### src/rtl/serial_adder_ctrl_pkg.sv
// Shared definitions for the bit-serial adder controller.
package serial_adder_ctrl_pkg;

    localparam int unsigned DEFAULT_WIDTH = 8;

    typedef enum logic [1:0] {
        IDLE = 2'b00,
        RUN  = 2'b01,
        DONE = 2'b10
    } state_t;

endpackage

### src/rtl/serial_adder_ctrl_fa_cell.sv
// Combinational 1-bit full adder shared by the serial datapath.
module fa_cell (
    input  logic a,
    input  logic b,
    input  logic cin,
    output logic s,
    output logic co
);

    // Sum and carry of one bit position.
    always_comb begin
        s  = a ^ b ^ cin;
        co = (a & b) | ((a ^ b) & cin);
    end

endmodule

### src/rtl/serial_adder_ctrl.sv
// Bit-serial WIDTH-bit adder: one full-adder cell, LSB first, one bit per cycle.
module serial_adder_ctrl
    import serial_adder_ctrl_pkg::*;
#(
    parameter int unsigned WIDTH = DEFAULT_WIDTH
) (
    input  logic             clk,
    input  logic             rst_n,
    input  logic             start,
    input  logic [WIDTH-1:0] a,
    input  logic [WIDTH-1:0] b,
    input  logic             cin,
    output logic             busy,
    output logic             done,
    output logic [WIDTH-1:0] sum,
    output logic             cout
);

    localparam int unsigned CNT_W = $clog2(WIDTH);

    state_t             state;
    state_t             state_next;
    logic [CNT_W-1:0]   cnt;
    logic [WIDTH-1:0]   a_sr;
    logic [WIDTH-1:0]   b_sr;
    logic               carry;
    logic               cell_s;
    logic               cell_co;
    logic               last_bit;

    assign last_bit = (cnt == CNT_W'(WIDTH - 1));

    fa_cell u_fa (
        .a   (a_sr[0]),
        .b   (b_sr[0]),
        .cin (carry),
        .s   (cell_s),
        .co  (cell_co)
    );

    // State register.
    always_ff @(posedge clk) begin
        if (!rst_n) begin
            state <= IDLE;
        end else begin
            state <= state_next;
        end
    end

    // Next-state decode; start is only honoured in IDLE.
    always_comb begin
        state_next = state;
        case (state)
            IDLE:    if (start) state_next = RUN;
            RUN:     if (last_bit) state_next = DONE;
            DONE:    state_next = IDLE;
            default: state_next = IDLE;
        endcase
    end

    // Datapath and registered status flags decoded from the upcoming state.
    always_ff @(posedge clk) begin
        if (!rst_n) begin
            cnt   <= '0;
            a_sr  <= '0;
            b_sr  <= '0;
            carry <= 1'b0;
            sum   <= '0;
            cout  <= 1'b0;
            busy  <= 1'b0;
            done  <= 1'b0;
        end else begin
            busy <= (state_next == RUN);
            done <= (state_next == DONE);
            case (state)
                IDLE: begin
                    if (start) begin
                        a_sr  <= a;
                        b_sr  <= b;
                        carry <= cin;
                        cnt   <= '0;
                    end
                end
                RUN: begin
                    carry <= cell_co;
                    a_sr  <= a_sr >> 1;
                    b_sr  <= b_sr >> 1;
                    sum   <= {cell_s, sum[WIDTH-1:1]};
                    if (last_bit) begin
                        cnt  <= '0;
                        cout <= cell_co;
                    end else begin
                        cnt <= cnt + CNT_W'(1);
                    end
                end
                default: begin
                end
            endcase
        end
    end

endmodule

### config.mk
export PLATFORM = sky130hd
export DESIGN_NAME = serial_adder_ctrl
export DESIGN_NICKNAME = d
export VERILOG_FILES = /design/src/rtl/serial_adder_ctrl_pkg.sv /design/src/rtl/serial_adder_ctrl_fa_cell.sv /design/src/rtl/serial_adder_ctrl.sv
export SDC_FILE = /design/constraint.sdc
export NUM_CORES = 1
export LEC_CHECK = 0
export ABC_AREA = 1
export BUFFER_PORTS_ARGS = -buffer_cell sky130_fd_sc_hd__buf_2
export CORE_MARGIN = 3
export CORE_UTILIZATION = 32
export CTS_CLUSTER_SIZE = 25
export DETAILED_ROUTE_END_ITERATION = 7
export GPL_TIMING_DRIVEN = 1
export PLACE_DENSITY = 0.65
export SETUP_SLACK_MARGIN = 0.02
export SLEW_MARGIN = 20
export SYNTH_ARGS = -nofsm -noshare
export SYNTH_HDL_FRONTEND = slang
export SYNTH_HIERARCHICAL = 1
export SYNTH_SLANG_ARGS = --single-unit
### constraint.sdc
create_clock -name clk -period 1.1 [get_ports clk]
set_input_delay 0.22 -clock clk [delete_from_list [all_inputs] [get_ports clk]]
set_output_delay 0.22 -clock clk [all_outputs]
set_load 0.02 [all_outputs]
# == Word-level counts from Yosys, hierarchy flattened ==
# Index checks and enable logic that the tools add are counted.
# op_classes
mux,12
n_reduce_logical,4
bitwise,5
add_sub_neg,1
n_eq_ne,5
# op_table
cell,count
$pmux 8 s2,2
$mux 8,2
$mux 3,2
$pmux 3 s2,1
$eq 2x1->1 const B,2
$mux 2,2
$pmux 2 s2,1
$reduce_and 2->1,2
$add 3x1->3 const B,1
$eq 3x3->1 const B,1
$and 1x1->1,2
$eq 2x2->1 const B,1
$logic_not 2->1,1
$ne 2x2->1 const B,1
$pmux 1 s2,1
$reduce_bool 2->1,1
$xor 1x1->1,2
$mux 1,1
$or 1x1->1,1
# word_totals
output_inout_bits,11
input_bits,20
wordCells,36
reg_bits,33

# == Depth between registers and ports, before layout ==
# logic_depth
depth_word,4
ltp_mapped,7
mapped_depth_nobuf,7

# == By module ==
# Netlist, hierarchy kept.
# by_module_without_submodules
module,area_each_um2,n_inst,cells_each,seq_area_each_um2
serial_adder_ctrl,1541.5,1,226,660.6
fa_cell,20.0,1,1,0.0

# == Least setup slack after synthesis ==
# OpenSTA, ideal clock, no wires.
# synth_timing
path_kind,reg2reg
startpoint,register a_sr[0]
endpoint,register carry
path_slack_ps,-10
arrival_time_ps,992
stages_incl_launch_ff,8
period_less_slack_ps,1110
cell_sequence,dfxtp_1 fa_1 inv_1 nand3_1 nand2_1 inv_1 nand2_1 nor2_1
# synth_between
elab_chain_cells,4
# synth_lines
item,line_no,text
from (decl),serial_adder_ctrl.sv:24,logic [WIDTH-1:0] a_sr;
from (signal assigned),serial_adder_ctrl.sv:86,a_sr <= a_sr >> 1;
$xor 1x1->1,serial_adder_ctrl_fa_cell.sv:13,co = (a & b) | ((a ^ b) & cin);
$and 1x1->1,serial_adder_ctrl_fa_cell.sv:13,
$or 1x1->1 (*),serial_adder_ctrl_fa_cell.sv:13,
net cell_co,serial_adder_ctrl.sv:28,logic cell_co;
$pmux 1 s2 (*),serial_adder_ctrl.sv:75,case (state)
to (signal assigned),serial_adder_ctrl.sv:80,carry <= cin;
to (signal assigned),serial_adder_ctrl.sv:85,carry <= cell_co;
to (decl),serial_adder_ctrl.sv:26,logic carry;
# The timed path passes the listed nets; every way through them passes the cells marked *.
# A chain may end at the register's enable or synchronous reset.

# == Worst setup path in the final report ==
# layout_timing
startpoint,register carry
endpoint,register carry
# layout_between
elab_chain_cells,3
# layout_lines
item,line_no
$and 1x1->1,serial_adder_ctrl_fa_cell.sv:13
$or 1x1->1,serial_adder_ctrl_fa_cell.sv:13
net cell_co,serial_adder_ctrl.sv:28
$pmux 1 s2,serial_adder_ctrl.sv:75
# The timed path passes the listed nets, and every way through them passes these cells.

==> summary.txt <==
Power
  – Internal power contribution: 2.22 mW
  – P per Cell Area: approximately 1400 nW/um^2
  – Proportion of power drawn by combinational gates: 20.1%
  – Sequential group share of total power: around 45%
  – Switching share of total power: approximately a quarter
  – Switching power: 0.779 mW
  – P_leak: between 1 and 1.5 nW
  – Share of power burned in the clock network: between 30% and 40%
  – Worst vdd rail ir drop: a little over 0.6 mV

Clocking
  – Clock slew at reported path FFs: around 0.060 ns
  – Clk_lat worst skew: between 0.2 and 0.3 ns
  – Count of hold-fix buffers inserted at cts: 0
  – Longest Clk Path Bufs: 2
  – Clock root cell: clkbuf_8
  – TritonCTS clock tree: built
  – Count of H-tree levels built during CTS: 2
  – Number of clock buffers inserted by TritonCTS: 5
  – Clock tree sinks: 33

Yosys
  – Complex-gate fraction of the synthesized area: between 4 and 5%
  – Syn Area/Cell: between 6 and 7 sq um
  – Number of library cell types mapped by synthesis: 19
  – Cell count after synthesis: around 230
  – Parity-gate share of the synthesized area counting xor and xnor cells: 0%
  – Number of synthesized register bits: 33
  – Post-Synthesis Cell Area: around 1600 sq um
  – Net count after synthesis: 250
  – Share of cell area taken by muxes after synthesis: 0%
  – Yosys warns: 6
  – Main combinational cell family by area after synthesis: simple AND/OR/NAND/NOR gates
  – Synthesized-area fraction occupied by and/or/nand/nor cells: 36.5%
  – Synthesized-area fraction occupied by adder cells: under 10%
  – Proportion of synthesized chip area in sequential cells: about 42%

Critical path
  – Critical setup path kind: reg2reg
  – Nature of the critical path endpoint: flop
  – WP data arrival: roughly 1.3 ns
  – CP Max Fanout: 2
  – Required time of the critical path: 1.26 ns
  – Reg2reg setup slack: -0.02 ns
  – Kind of start point of the critical path: flop

Detailed routing
  – Via count: 1436
  – 1st-iter DRT viols: 53
  – Vias per cell: between 4 and 5
  – Final wirelength: approximately 3.5 mm
  – Residual DRC count: 0
  – Iteration count of the initial detailed-routing pass: 4
  – Residual antenna-violating net count after detailed routing: 0
  – Average wire per standard cell: 10.4 microns

Die
  – Initial Utilization: around 34%
  – Die footprint: between 5000 and 6000 sq um
  – Number of top-level pins: 31
  – Horizontal die dimension: 75.9 microns
  – Area of the core: between 4000 and 5000 sq um
  – Die height: roughly 76 microns
  – Number of rows created at floorplan: 24

STA
  – Final hold slack: between 0.15 and 0.2 ns
  – Ratio of final minimum period to clock period: 101%
  – Shortest clock period the worst path allows after layout: about 1.1 ns
  – Final number of max-transition violations: 0
  – Least-Margin Pin Slew: 0.286 ns
  – Min setup slack post-route: -0.0154 ns
  – Fmax: 897 MHz
  – Setup clock skew after layout: around 0.0010 ns
  – Final number of setup-violating endpoints: 1
  – Number of hold violations in the final report: 0
  – Worst slew margin: approximately four fifths
  – RSZ-0062 raised after global routing: true

Status
  – Result of the run: complete, but fails checks
  – Failing checks: setup timing

Global route
  – GR Util All Layers: about 13%
  – Largest net degree at the start of global routing: 20
  – Via count of the first global-routing pass: about 1.3k
  – Total congestion overflow: 0
  – Global-route wire length before repair: around 5.7 mm
  – Antenna violations before repair: 0

Final layout
  – Most common cell after layout, fill and taps aside: nand2_1
  – Commonest cells after routing, fill and taps aside: nand2_1 (35), nand3_1 (34), nor2_1 (32), inv_1 (30), buf_2 (28)
  – Filler Cells Inserted: 460
  – Area delta synth->final: 36.4%
  – Layout cell share with drive strength beyond 1: 30.9%
  – Antenna diode count: 0
  – Layout net count: around 300

Placement
  – Detailed Place HPWL: ~2.4 mm
  – Worst-case setup slack after placement: -0.0241 ns
  – Port Buf Inserts: 30
  – Final weighted congestion in routability-driven placement: 0.731

Hold path
  – Worst hold path type: in2reg

Job
  – Maximum Capacitance Violations: 0
per-stage QoR:
stage	utilization [%]	instances	TNS, ns	power [mW]	instance area [sq um]
finish	47.0	334	-0.0154	3.00	2130
global route	47.0	334	-0.129	3.19	2130
CTS	43.9	332	-0.00893	2.99	1990
floorplan	-	227	0	1.72	1560
global placement	41.2	324	-0.0106	1.89	1870
detailed placement	41.2	324	-0.0501	1.90	1870
sequential cells by signal, summed over array words and instances (netlist names):
name / cells
a_sr: 8
b_sr: 8
sum: 8
cnt: 3
state: 2
busy: 1
carry: 1
cout: 1
done: 1
synthesized netlist by cell type:
| cell | n | area, sq um |
|---|---|---|
| nand2_2 | 2 | 12.5 |
| clkbuf_1 | 1 | 3.75 |
| a21oi_1 | 7 | 35.0 |
| dfxtp_1 | 33 | 661 |
| nor3_1 | 15 | 75.1 |
| buf_2 | 6 | 30.0 |
| nand3b_1 | 3 | 22.5 |
| buf_4 | 6 | 45.0 |
| inv_1 | 32 | 120 |
| nor2_2 | 1 | 6.26 |
| o21ai_0 | 8 | 40.0 |
| ha_1 | 2 | 25.0 |
| nand2_1 | 37 | 139 |
| clkinv_1 | 1 | 3.75 |
| inv_2 | 2 | 7.51 |
| nor2_4 | 1 | 11.3 |
| fa_1 | 1 | 20.0 |
| nor2_1 | 33 | 124 |
| nand3_1 | 36 | 180 |
worst max-delay path, stage by stage (launching register included):
cell,delay (ns)
dfxtp_2,0.33
fa_2,0.40
inv_2,0.06
nand3_2,0.04
nand2_1,0.05
inv_1,0.03
nand2_1,0.05
nor2_1,0.04
cells by family after synthesis:
| group | count (synthesis) |
|---|---|
| compound gates | 15 |
| fa+ha+maj | 3 |
| flops | 33 |
| simple gates | 128 |
| buf+inv | 48 |
final timing paths:
| check | start | cells after the start | end |
|---|---|---|---|
| max | carry | 7 | carry |
| min | a[4] | 3 | a_sr[4] |
| max reg2reg | carry | 7 | carry |
| min reg2reg | cout | 2 | cout |
metal layers:
layer | track usage [%] | up-vias | wire length, microns
met5 | 0 | - | 0
met4 | 3.69 | 0 | 14
met3 | 3.56 | 2 | 162
met2 | 19.9 | 30 | 1630
met1 | 17.2 | 611 | 1660
li1 | - | 793 | -
timing repair:
item	CTS	global route
setup buffers	1	1
setup endpoints to repair	8	32
resized for setup	6	31
cloned	0	1
pin swaps	2	7
cell type report:
cell class	instances	area, sq um	area share [%]
repair buffers	48	368	17.3
well taps	65	81.3	3.82
inverters	35	134	6.29
multi-input cells	146	772	36.3
clock buffers	5	68.8	3.23
clock inverters	2	35.0	1.65
flip-flops and latches	33	671	31.5
power by group through the flow:
stage | registers, mW | clock network (mW) | logic (mW)
floorplan | 1.39 | 0 | 0.334
global placement | 1.36 | 0 | 0.537
detailed placement | 1.36 | 0 | 0.538
CTS | 1.33 | 1.11 | 0.545
global route | 1.35 | 1.16 | 0.680
finish | 1.34 | 1.06 | 0.603
(Power assumes the default switching activity.)
